<file path="src/rtl/ex_muldiv_unit.sv">
// ex_muldiv_unit: RV32M multiply/divide execution unit for the EX stage.
//   Multiply runs through a fixed MUL_LAT-cycle wait before its result is
//   registered. Divide/remainder uses a radix-2 restoring engine that works
//   on operand magnitudes. A sign fix-up state follows the divide loop.
// Ports:
//   clock, reset       clock and asynchronous active-high reset
//   start, funct3      issue request and RV32M operation select
//   op_a, op_b, rd_in  operands and destination register of the issuing op
//   flush              aborts any in-flight operation
//   busy               stall request to the hazard logic (combinational)
//   done               one-cycle result-valid pulse
//   result, rd_out     registered result and destination; held after done
module ex_muldiv_unit #(
  parameter int DATA_W  = 32,
  parameter int MUL_LAT = 2,
  parameter int RD_W    = 5
) (
  input  logic              clock,
  input  logic              reset,
  input  logic              start,
  input  logic [2:0]        funct3,
  input  logic [DATA_W-1:0] op_a,
  input  logic [DATA_W-1:0] op_b,
  input  logic [RD_W-1:0]   rd_in,
  input  logic              flush,
  output logic              busy,
  output logic              done,
  output logic [DATA_W-1:0] result,
  output logic [RD_W-1:0]   rd_out
);

  localparam int CNT_W = $clog2(DATA_W);
  localparam logic [DATA_W-1:0] L_ZERO = {DATA_W{1'b0}};
  localparam logic [DATA_W-1:0] L_ONES = {DATA_W{1'b1}};
  localparam logic [DATA_W-1:0] L_MIN  = {1'b1, {(DATA_W-1){1'b0}}};
  localparam logic [CNT_W-1:0]  L_CNT_ZERO = {CNT_W{1'b0}};
  localparam logic [CNT_W-1:0]  L_CNT_ONE  = {{(CNT_W-1){1'b0}}, 1'b1};
  localparam logic [CNT_W-1:0]  L_DIV_LAST = CNT_W'(DATA_W - 1);
  localparam logic [CNT_W-1:0]  L_MUL_LAST = CNT_W'(MUL_LAT - 1);

  typedef enum logic [2:0] {
    S_IDLE     = 3'd0,
    S_MUL_WAIT = 3'd1,
    S_DIV_ITER = 3'd2,
    S_DIV_FIX  = 3'd3,
    S_DONE     = 3'd4
  } state_t;

  state_t              r_state;
  logic [1:0]          r_fn;      // funct3[1:0] of the accepted op
  logic [DATA_W-1:0]   r_op_a;
  logic [DATA_W-1:0]   r_op_b;
  logic [RD_W-1:0]     r_rd;
  logic [CNT_W-1:0]    r_cnt;
  logic [DATA_W-1:0]   r_quo;     // dividend magnitude shifting out, quotient shifting in
  logic [DATA_W-1:0]   r_rem;     // partial remainder
  logic [DATA_W-1:0]   r_div;     // divisor magnitude
  logic                r_neg_q;
  logic                r_neg_r;
  logic                r_done;
  logic [DATA_W-1:0]   r_result;
  logic [RD_W-1:0]     r_rd_out;

  // Issue-side decode on the live inputs
  logic                w_accept_state;
  logic                w_work_state;
  logic                w_is_div;
  logic                w_sdiv;
  logic                w_a_neg;
  logic                w_b_neg;
  logic [DATA_W-1:0]   w_a_mag;
  logic [DATA_W-1:0]   w_b_mag;
  logic                w_div_special;

  assign w_accept_state = (r_state == S_IDLE) || (r_state == S_DONE);
  assign w_work_state   = (r_state == S_MUL_WAIT) || (r_state == S_DIV_ITER) ||
                          (r_state == S_DIV_FIX);
  assign w_is_div       = funct3[2];
  assign w_sdiv         = ~funct3[0];
  assign w_a_neg        = w_sdiv & op_a[DATA_W-1];
  assign w_b_neg        = w_sdiv & op_b[DATA_W-1];
  assign w_a_mag        = w_a_neg ? (L_ZERO - op_a) : op_a;
  assign w_b_mag        = w_b_neg ? (L_ZERO - op_b) : op_b;
  // Divide by zero and signed overflow skip the iteration loop entirely
  assign w_div_special  = (op_b == L_ZERO) ||
                          (w_sdiv && (op_a == L_MIN) && (op_b == L_ONES));

  assign busy   = ~reset & ((w_accept_state & start & ~flush) | w_work_state);
  assign done   = r_done;
  assign result = r_result;
  assign rd_out = r_rd_out;

  // Multiplier: sign-extend each operand to 2*DATA_W as the op requires;
  // the low 2*DATA_W bits of the product are exact for every signedness mix.
  logic                w_mul_sa;
  logic                w_mul_sb;
  logic [2*DATA_W-1:0] w_mul_a;
  logic [2*DATA_W-1:0] w_mul_b;
  logic [2*DATA_W-1:0] w_prod;
  logic [DATA_W-1:0]   w_mul_res;

  assign w_mul_sa  = (r_fn == 2'b01) || (r_fn == 2'b10);
  assign w_mul_sb  = (r_fn == 2'b01);
  assign w_mul_a   = {{DATA_W{w_mul_sa & r_op_a[DATA_W-1]}}, r_op_a};
  assign w_mul_b   = {{DATA_W{w_mul_sb & r_op_b[DATA_W-1]}}, r_op_b};
  assign w_prod    = w_mul_a * w_mul_b;
  assign w_mul_res = (r_fn == 2'b00) ? w_prod[DATA_W-1:0] : w_prod[2*DATA_W-1:DATA_W];

  // One restoring-division step: shift in the next dividend bit, trial subtract
  logic [DATA_W:0]     w_rem_sh;
  logic [DATA_W:0]     w_rem_diff;
  logic                w_step_ge;

  assign w_rem_sh   = {r_rem, r_quo[DATA_W-1]};
  assign w_rem_diff = w_rem_sh - {1'b0, r_div};
  assign w_step_ge  = ~w_rem_diff[DATA_W];

  // Final divide result: special cases first, otherwise apply the sign fix-up
  logic [DATA_W-1:0]   w_fix_q;
  logic [DATA_W-1:0]   w_fix_r;
  logic [DATA_W-1:0]   w_fix_res;

  always_comb begin
    w_fix_q = r_quo;
    w_fix_r = r_rem;
    if (r_op_b == L_ZERO) begin
      w_fix_q = L_ONES;
      w_fix_r = r_op_a;
    end else if (~r_fn[0] && (r_op_a == L_MIN) && (r_op_b == L_ONES)) begin
      w_fix_q = r_op_a;
      w_fix_r = L_ZERO;
    end else begin
      w_fix_q = r_neg_q ? (L_ZERO - r_quo) : r_quo;
      w_fix_r = r_neg_r ? (L_ZERO - r_rem) : r_rem;
    end
  end

  assign w_fix_res = r_fn[1] ? w_fix_r : w_fix_q;

  // Control FSM with registered done/result/rd_out; flush wins over everything
  always_ff @(posedge clock or posedge reset) begin
    if (reset) begin
      r_state  <= S_IDLE;
      r_fn     <= 2'b00;
      r_op_a   <= L_ZERO;
      r_op_b   <= L_ZERO;
      r_rd     <= {RD_W{1'b0}};
      r_cnt    <= L_CNT_ZERO;
      r_quo    <= L_ZERO;
      r_rem    <= L_ZERO;
      r_div    <= L_ZERO;
      r_neg_q  <= 1'b0;
      r_neg_r  <= 1'b0;
      r_done   <= 1'b0;
      r_result <= L_ZERO;
      r_rd_out <= {RD_W{1'b0}};
    end else begin
      r_done <= 1'b0;
      case (r_state)
        S_IDLE, S_DONE: begin
          if (flush) begin
            r_state <= S_IDLE;
          end else if (start) begin
            r_fn    <= funct3[1:0];
            r_op_a  <= op_a;
            r_op_b  <= op_b;
            r_rd    <= rd_in;
            r_neg_q <= w_a_neg ^ w_b_neg;
            r_neg_r <= w_a_neg;
            r_quo   <= w_a_mag;
            r_div   <= w_b_mag;
            r_rem   <= L_ZERO;
            if (!w_is_div) begin
              r_state <= S_MUL_WAIT;
              r_cnt   <= L_MUL_LAST;
            end else if (w_div_special) begin
              r_state <= S_DIV_FIX;
              r_cnt   <= L_CNT_ZERO;
            end else begin
              r_state <= S_DIV_ITER;
              r_cnt   <= L_DIV_LAST;
            end
          end else begin
            r_state <= S_IDLE;
          end
        end
        S_MUL_WAIT: begin
          if (flush) begin
            r_state <= S_IDLE;
          end else if (r_cnt == L_CNT_ZERO) begin
            r_state  <= S_DONE;
            r_done   <= 1'b1;
            r_result <= w_mul_res;
            r_rd_out <= r_rd;
          end else begin
            r_cnt <= r_cnt - L_CNT_ONE;
          end
        end
        S_DIV_ITER: begin
          if (flush) begin
            r_state <= S_IDLE;
          end else begin
            r_rem <= w_step_ge ? w_rem_diff[DATA_W-1:0] : w_rem_sh[DATA_W-1:0];
            r_quo <= {r_quo[DATA_W-2:0], w_step_ge};
            if (r_cnt == L_CNT_ZERO) begin
              r_state <= S_DIV_FIX;
            end else begin
              r_cnt <= r_cnt - L_CNT_ONE;
            end
          end
        end
        S_DIV_FIX: begin
          if (flush) begin
            r_state <= S_IDLE;
          end else begin
            r_state  <= S_DONE;
            r_done   <= 1'b1;
            r_result <= w_fix_res;
            r_rd_out <= r_rd;
          end
        end
        default: begin
          r_state <= S_IDLE;
        end
      endcase
    end
  end

endmodule

</file>
<file path="config.mk">
export PLATFORM = sky130hd
export DESIGN_NAME = ex_muldiv_unit
export DESIGN_NICKNAME = d
export VERILOG_FILES = /design/src/rtl/ex_muldiv_unit.sv
export SDC_FILE = /design/constraint.sdc
export NUM_CORES = 2
export LEC_CHECK = 0
export CELL_PAD_IN_SITES_DETAIL_PLACEMENT = 1
export CELL_PAD_IN_SITES_GLOBAL_PLACEMENT = 1
export CORE_ASPECT_RATIO = 0.75
export CORE_MARGIN = 5
export CORE_UTILIZATION = 51
export DETAILED_ROUTE_END_ITERATION = 6
export PLACE_DENSITY_LB_ADDON = 0.1
export RECOVER_POWER = 50
export SYNTH_ARGS = -nofsm -noshare
export SYNTH_HDL_FRONTEND = slang
export SYNTH_SLANG_ARGS = --single-unit
</file>
<file path="constraint.sdc">
create_clock -name clock -period 10.25 [get_ports clock]
set_clock_uncertainty 0.1 [all_clocks]
set_input_delay 2.05 -clock clock [delete_from_list [all_inputs] [get_ports clock]]
set_output_delay 2.05 -clock clock [all_outputs]
set_load 0.02 [all_outputs]
</file>
# --- Word-level counts from Yosys, hierarchy flattened ---
# Cells that the tools add are included.
classes:
  addsub: 6
  multipliers: 1
  n_eq_ne: 20
  mux: 48
  bitwise: 14
  reduce_logical: 24
ops:
  columns: ["operator", "count"]
  rows:
  - ["$mux W32", 20]
  - ["$pmux W32 S2", 3]
  - ["$eq A32 B32 Y1 const B", 4]
  - ["$sub A1 B32 Y32 const A", 4]
  - ["$logic_not A32 Y1", 2]
  - ["$mul A33 B33 Y64", 1]
  - ["$mux W5", 9]
  - ["$sub A33 B32 Y33", 1]
  - ["$mux W3", 7]
  - ["$pmux W5 S2", 2]
  - ["$ne A2 B2 Y1 const B", 7]
  - ["$pmux W3 S4", 1]
  - ["$reduce_and A4 Y1", 2]
  - ["$and A1 B1 Y1", 7]
  - ["$eq A3 B2 Y1 const B", 2]
  - ["$ne A3 B2 Y1 const B", 2]
  - ["$reduce_bool A2 Y1", 3]
  - ["$logic_not A5 Y1", 1]
  - ["$logic_or A1 B1 Y1", 5]
  - ["$not A1 Y1", 5]
  - ["$reduce_and A5 Y1", 1]
  - ["$sub A5 B1 Y5 const B", 1]
  - ["$logic_and A1 B1 Y1", 4]
  - ["$mux W1", 4]
  - ["other kinds (14)", 15]
word_totals:
  ff_bits: 215
  in_bits: 76
  out_inout_bits: 39
  wordCells: 127

# --- Logic depth before layout (Yosys ltp) ---
depth:
  word_depth: 9
  depth_mapped: 33

# --- Least setup slack after synthesis ---
# Ideal clock, no wire load.
synth_path:
  path_kind: "register -> register"
  from: "register r_fn[1]"
  to: "register r_result[26] (netlist: result[26])"
  arrival_time_ns: 8.380
  t_required_ns: 10.084
  slack_ns: 1.704
  stages_incl_launch_ff: 32
  path_cell_list: "dfrtp_1 > inv_1 > clkbuf_1 > ha_1 > and2_1 > clkbuf_1 > nand2_1 > inv_1 > fa_1 > inv_1 > fa_1 > inv_1 > fa_1 > fa_1 > inv_1 > fa_1 > inv_1 > fa_1 > inv_1 > fa_1 > fa_1 > inv_1 > ha_1 > clkbuf_1 > a21oi_1 > o21bai_1 > a21oi_1 > o21ai_0 > o211a_1 > o21ai_1 > a2111o_1 > nand2_1"
synth_via:
  elab_chain_cells: 8
synth_lines:
  columns: ["element", "line", "text"]
  rows:
  - ["from (decl)", "50", "logic [1:0] r_fn;"]
  - ["from (signal assigned)", "164", "r_fn <= funct3[1:0];"]
  - ["$eq A2 B1 Y1 / $eq A2 B2 Y1 (equally long branches)", "102, 103", null]
  - ["$logic_or A1 B1 Y1", "102", "assign w_mul_sa = (r_fn == 2'b01) || (r_fn == 2'b10);"]
  - ["$and A1 B1 Y1", "104", "assign w_mul_a = {{DATA_W{w_mul_sa & r_op_a[DATA_W-1]}}, r_op_a};"]
  - ["$mul A33 B33 Y64", "106", "assign w_prod = w_mul_a * w_mul_b;"]
  - ["$mux W32", "107", "assign w_mul_res = (r_fn == 2'b00) ? w_prod[DATA_W-1:0] : w_prod[2*DATA_W-1:DATA_W];"]
  - ["$mux W32", "190", "end else if (r_cnt == L_CNT_ZERO) begin"]
  - ["$mux W32", "188", "if (flush) begin"]
  - ["$pmux W32 S2 (*)", "159", "case (r_state)"]
  - ["to (signal assigned)", "193", "r_result <= w_mul_res;"]
  - ["to (signal assigned)", "218", "r_result <= w_fix_res;"]
  - ["to (decl)", "61", "logic [DATA_W-1:0] r_result;"]
# Mark *: on every way between the ends. The rest lies on a longest branch, timed or not. The select of a mux whose other input is x is not followed.
# A chain may end at the register's enable or synchronous reset.

# --- Worst setup path in the final report ---
layout_path:
  from: "register r_op_b[3]"
  to: "register r_result[10] (netlist: result[10])"
layout_via:
  elab_chain_cells: 7
layout_lines:
  columns: ["element", "line", "text"]
  rows:
  - ["from (decl)", "52", "logic [DATA_W-1:0] r_op_b;"]
  - ["from (signal assigned)", "166", "r_op_b <= op_b;"]
  - ["parallel branches: the longest is 6 deep, another holds $mul A33 B33 Y64", null, null]
  - ["$pmux W32 S2 (*)", "159", null]
# Every way passes the cells marked *. The select of a mux whose other input is x is not followed.

==> flow_summary.json <==
{
  "fill_cells": 12200,
  "syn-instance-count": 6158,
  "tightest_slew_ns": 4.48,
  "grt_pass1_wl_um": 291000,
  "relSlewSlack_pct": -200,
  "grtUsageMet3_pct": 6.31,
  "dp_hpwl_um": 151000,
  "r2r-start": "r_op_b[3]",
  "holdCritStartpoint": "rd_out[4]",
  "crit_arrival_ns": 9.87,
  "final_common_cell": "inv_1",
  "gr-total-overflow": 0,
  "antenna_found_initial": 4,
  "nets": 7479,
  "fp.dieW_um": 381,
  "synth_edf_count": 0,
  "synth-seq-cells": 214,
  "yosys_warnings": 0,
  "drv_slew": 266,
  "globalRouteTotalUtil_pct": 34.6,
  "ant_nets": 0,
  "area_growth_pct": 5.67,
  "clk_latency_ns": 0.58,
  "drc": 0,
  "io_buffer_count": 114,
  "worstPathMaxFanout": 21,
  "core_um2": 103000,
  "cts_setup_buffers": 0,
  "violations": "capacitance limit, slew limit",
  "cts_tree": "built",
  "cts_buffers": 23,
  "report.final.setup_viol": 0,
  "drt-vias-per-instance": 5.82,
  "max_clock_freq_ghz": 0.105,
  "htree_levels": 1,
  "drv_cap": 5,
  "grt_pass1_vias": 47200,
  "die_h_um": 289,
  "initialDrtViolationCount": 3555,
  "seqCellArea_um2": 5360,
  "drive_gt1_share_pct": 3.31,
  "rsz0062_at_grt": "false",
  "num_vias": 43100,
  "rows": 102,
  "end_kind": "flop",
  "async_flop_share_pct": 100,
  "io_pins": 115,
  "clk_path_buf_depth": 3,
  "syn-cell-area_um2": 52800,
  "cp_data_required_time_ns": 10.62,
  "hold_buffers": 0,
  "timing.setup.tns_ns": 0,
  "status": "finished with violations",
  "syn_nets": 7613,
  "crit_start": "r_op_b[3]",
  "hold_viol": 0,
  "crit_path_end": "result[10]",
  "reg2reg_slack_ns": 0.75,
  "final_cell_mix": "1265 x inv_1, 1206 x nand2_1, 1126 x fa_1",
  "period_needed_ns": 9.50,
  "min_period_over_period_pct": 92.7,
  "grt_max_degree": 87,
  "grtUsageMet2_pct": 53.5,
  "busiest_layer": "met2",
  "multiInputGateArea_um2": 41100,
  "routed_wl_um": 187000,
  "grt_use_met1_pct": 50.3,
  "rr_worst_depth": 23,
  "dieArea_um2": 110000,
  "synth-main-ff-cell": "dfrtp_1",
  "start_util_pct": 51.2,
  "wl_per_cell_um": 25.3,
  "cp-start-kind": "flop",
  "dr.pass1.iters": 6,
  "synthDistinctLibCells": 83,
  "synth-seq-area-share_pct": 10.2,
  "path_clk_slew_ns": 0.08,
  "cts_resized": 0,
  "synth.avg_cell_area_um2": 8.57,
  "hold_path_class": "flop to flop",
  "place_congestion": 1.01,
  "clk_root_buffer_cell": "clkbuf_16",
  "cts.sinks": 214,
  "r2r-end": "result[10]",
  "crit_type": "flop to flop"
}
==> registers in the layout, summed over array words and instances (netlist names), 2 cells and up <==
| name | cells |
|---|---|
| r_op_a | 32 |
| r_fn | 2 |
| r_div | 31 |
| result | 32 |
| rd_out | 5 |
| r_state | 3 |
| r_cnt | 5 |
| r_rd | 5 |
| r_rem | 32 |
| r_op_b | 32 |
| r_quo | 32 |
==> cell usage after synthesis, types with 32 or more instances <==
master | instances | share of area, %
xor2_1 | 93 | 1.5
nand2_1 | 1206 | 8.6
mux2i_1 | 35 | 0.66
dfrtp_1 | 214 | 10
nand3_1 | 47 | 0.45
nor3_1 | 36 | 0.34
clkbuf_1 | 365 | 2.6
and3_1 | 32 | 0.38
a21oi_1 | 207 | 2.0
inv_1 | 1266 | 9.0
nor2_1 | 148 | 1.1
and2_1 | 279 | 3.3
fa_1 | 1126 | 43
o21ai_0 | 230 | 2.2
a21o_1 | 49 | 0.70
nor4_1 | 33 | 0.39
xnor2_1 | 109 | 1.8
o31ai_1 | 36 | 0.51
nand4_1 | 32 | 0.38
ha_1 | 253 | 6.0
==> cells by family (layout without fill, tap and decap cells) <==
group / count (synthesis) / in the layout / share of synthesized area, %
other cells: 0 / 2 / 0
flops: 214 / 214 / 10.2
mux: 36 / 36 / 0.685
compound gates: 745 / 745 / 8.66
buf+inv: 1654 / 1537 / 11.9
xor+xnor: 203 / 203 / 3.41
simple gates: 1927 / 1927 / 16.5
fa+ha+maj: 1379 / 1379 / 48.7
==> area by class of cell <==
class | count | share of cell area (%)
diodes | 2 | 0.00898
clock buffers | 31 | 1.18
repair buffers | 229 | 3.57
flip-flops and latches | 214 | 9.61
inverters | 1266 | 8.53
clock inverters | 11 | 0.260
multi-input cells | 4290 | 73.8
well taps | 1352 | 3.03
==> critical path: stages, from the launching register on <==
cell and delay [ns]:
dfrtp_1 1.14, buf_4 0.40, nand2_1 0.13, fa_1 0.54, fa_1 0.49, inv_1 0.05, fa_1 0.48, fa_1 0.55
inv_1 0.05, fa_1 0.48, fa_1 0.55, inv_1 0.05, fa_1 0.51, fa_1 0.45, ha_1 0.48, and3_1 0.23
nand3_1 0.12, a2111oi_1 0.82, o211ai_1 0.26, o21ai_0 0.40, a21oi_1 0.14, xnor2_1 0.46, o21ai_0 0.25, a31oi_1 0.22
==> per-stage QoR <==
stage / cell area [µm²] / hold WS, ns / util, % / worst slack [ns] / instances
after floorplan: 52800 / 0.339 / - / 1.70 / 6158
after global placement: 55000 / 0.360 / 53.4 / 1.08 / 7350
after detailed placement: 55000 / 0.366 / 53.4 / 0.985 / 7350
after CTS: 55800 / 0.384 / 54.1 / 0.956 / 7392
after global routing: 55700 / 0.409 / 54.1 / 0.467 / 7393
final: 55700 / 0.377 / 54.1 / 0.752 / 7395
==> layer usage <==
| metal | up-vias | wire (µm) |
|---|---|---|
| met3 | 319 | 15600 |
| met4 | 4 | 6760 |
| met1 | 22800 | 81800 |
| met2 | 1635 | 82500 |
| met5 | - | 26 |
| li1 | 18300 | - |
==> worst min-delay path by stage <==
stage               depth (start not counted)         to  slack, ns
global route                                2  result[1]       0.41
detailed placement                          2  rd_out[4]       0.37
floorplan                                   2  rd_out[0]       0.34
finish                                      2  rd_out[4]       0.38
global placement                            2  rd_out[2]       0.36
CTS                                         2  rd_out[4]       0.38
Power is not shown: default switching activity piles up to over one toggle a cycle in this logic, so the estimate is an artifact.
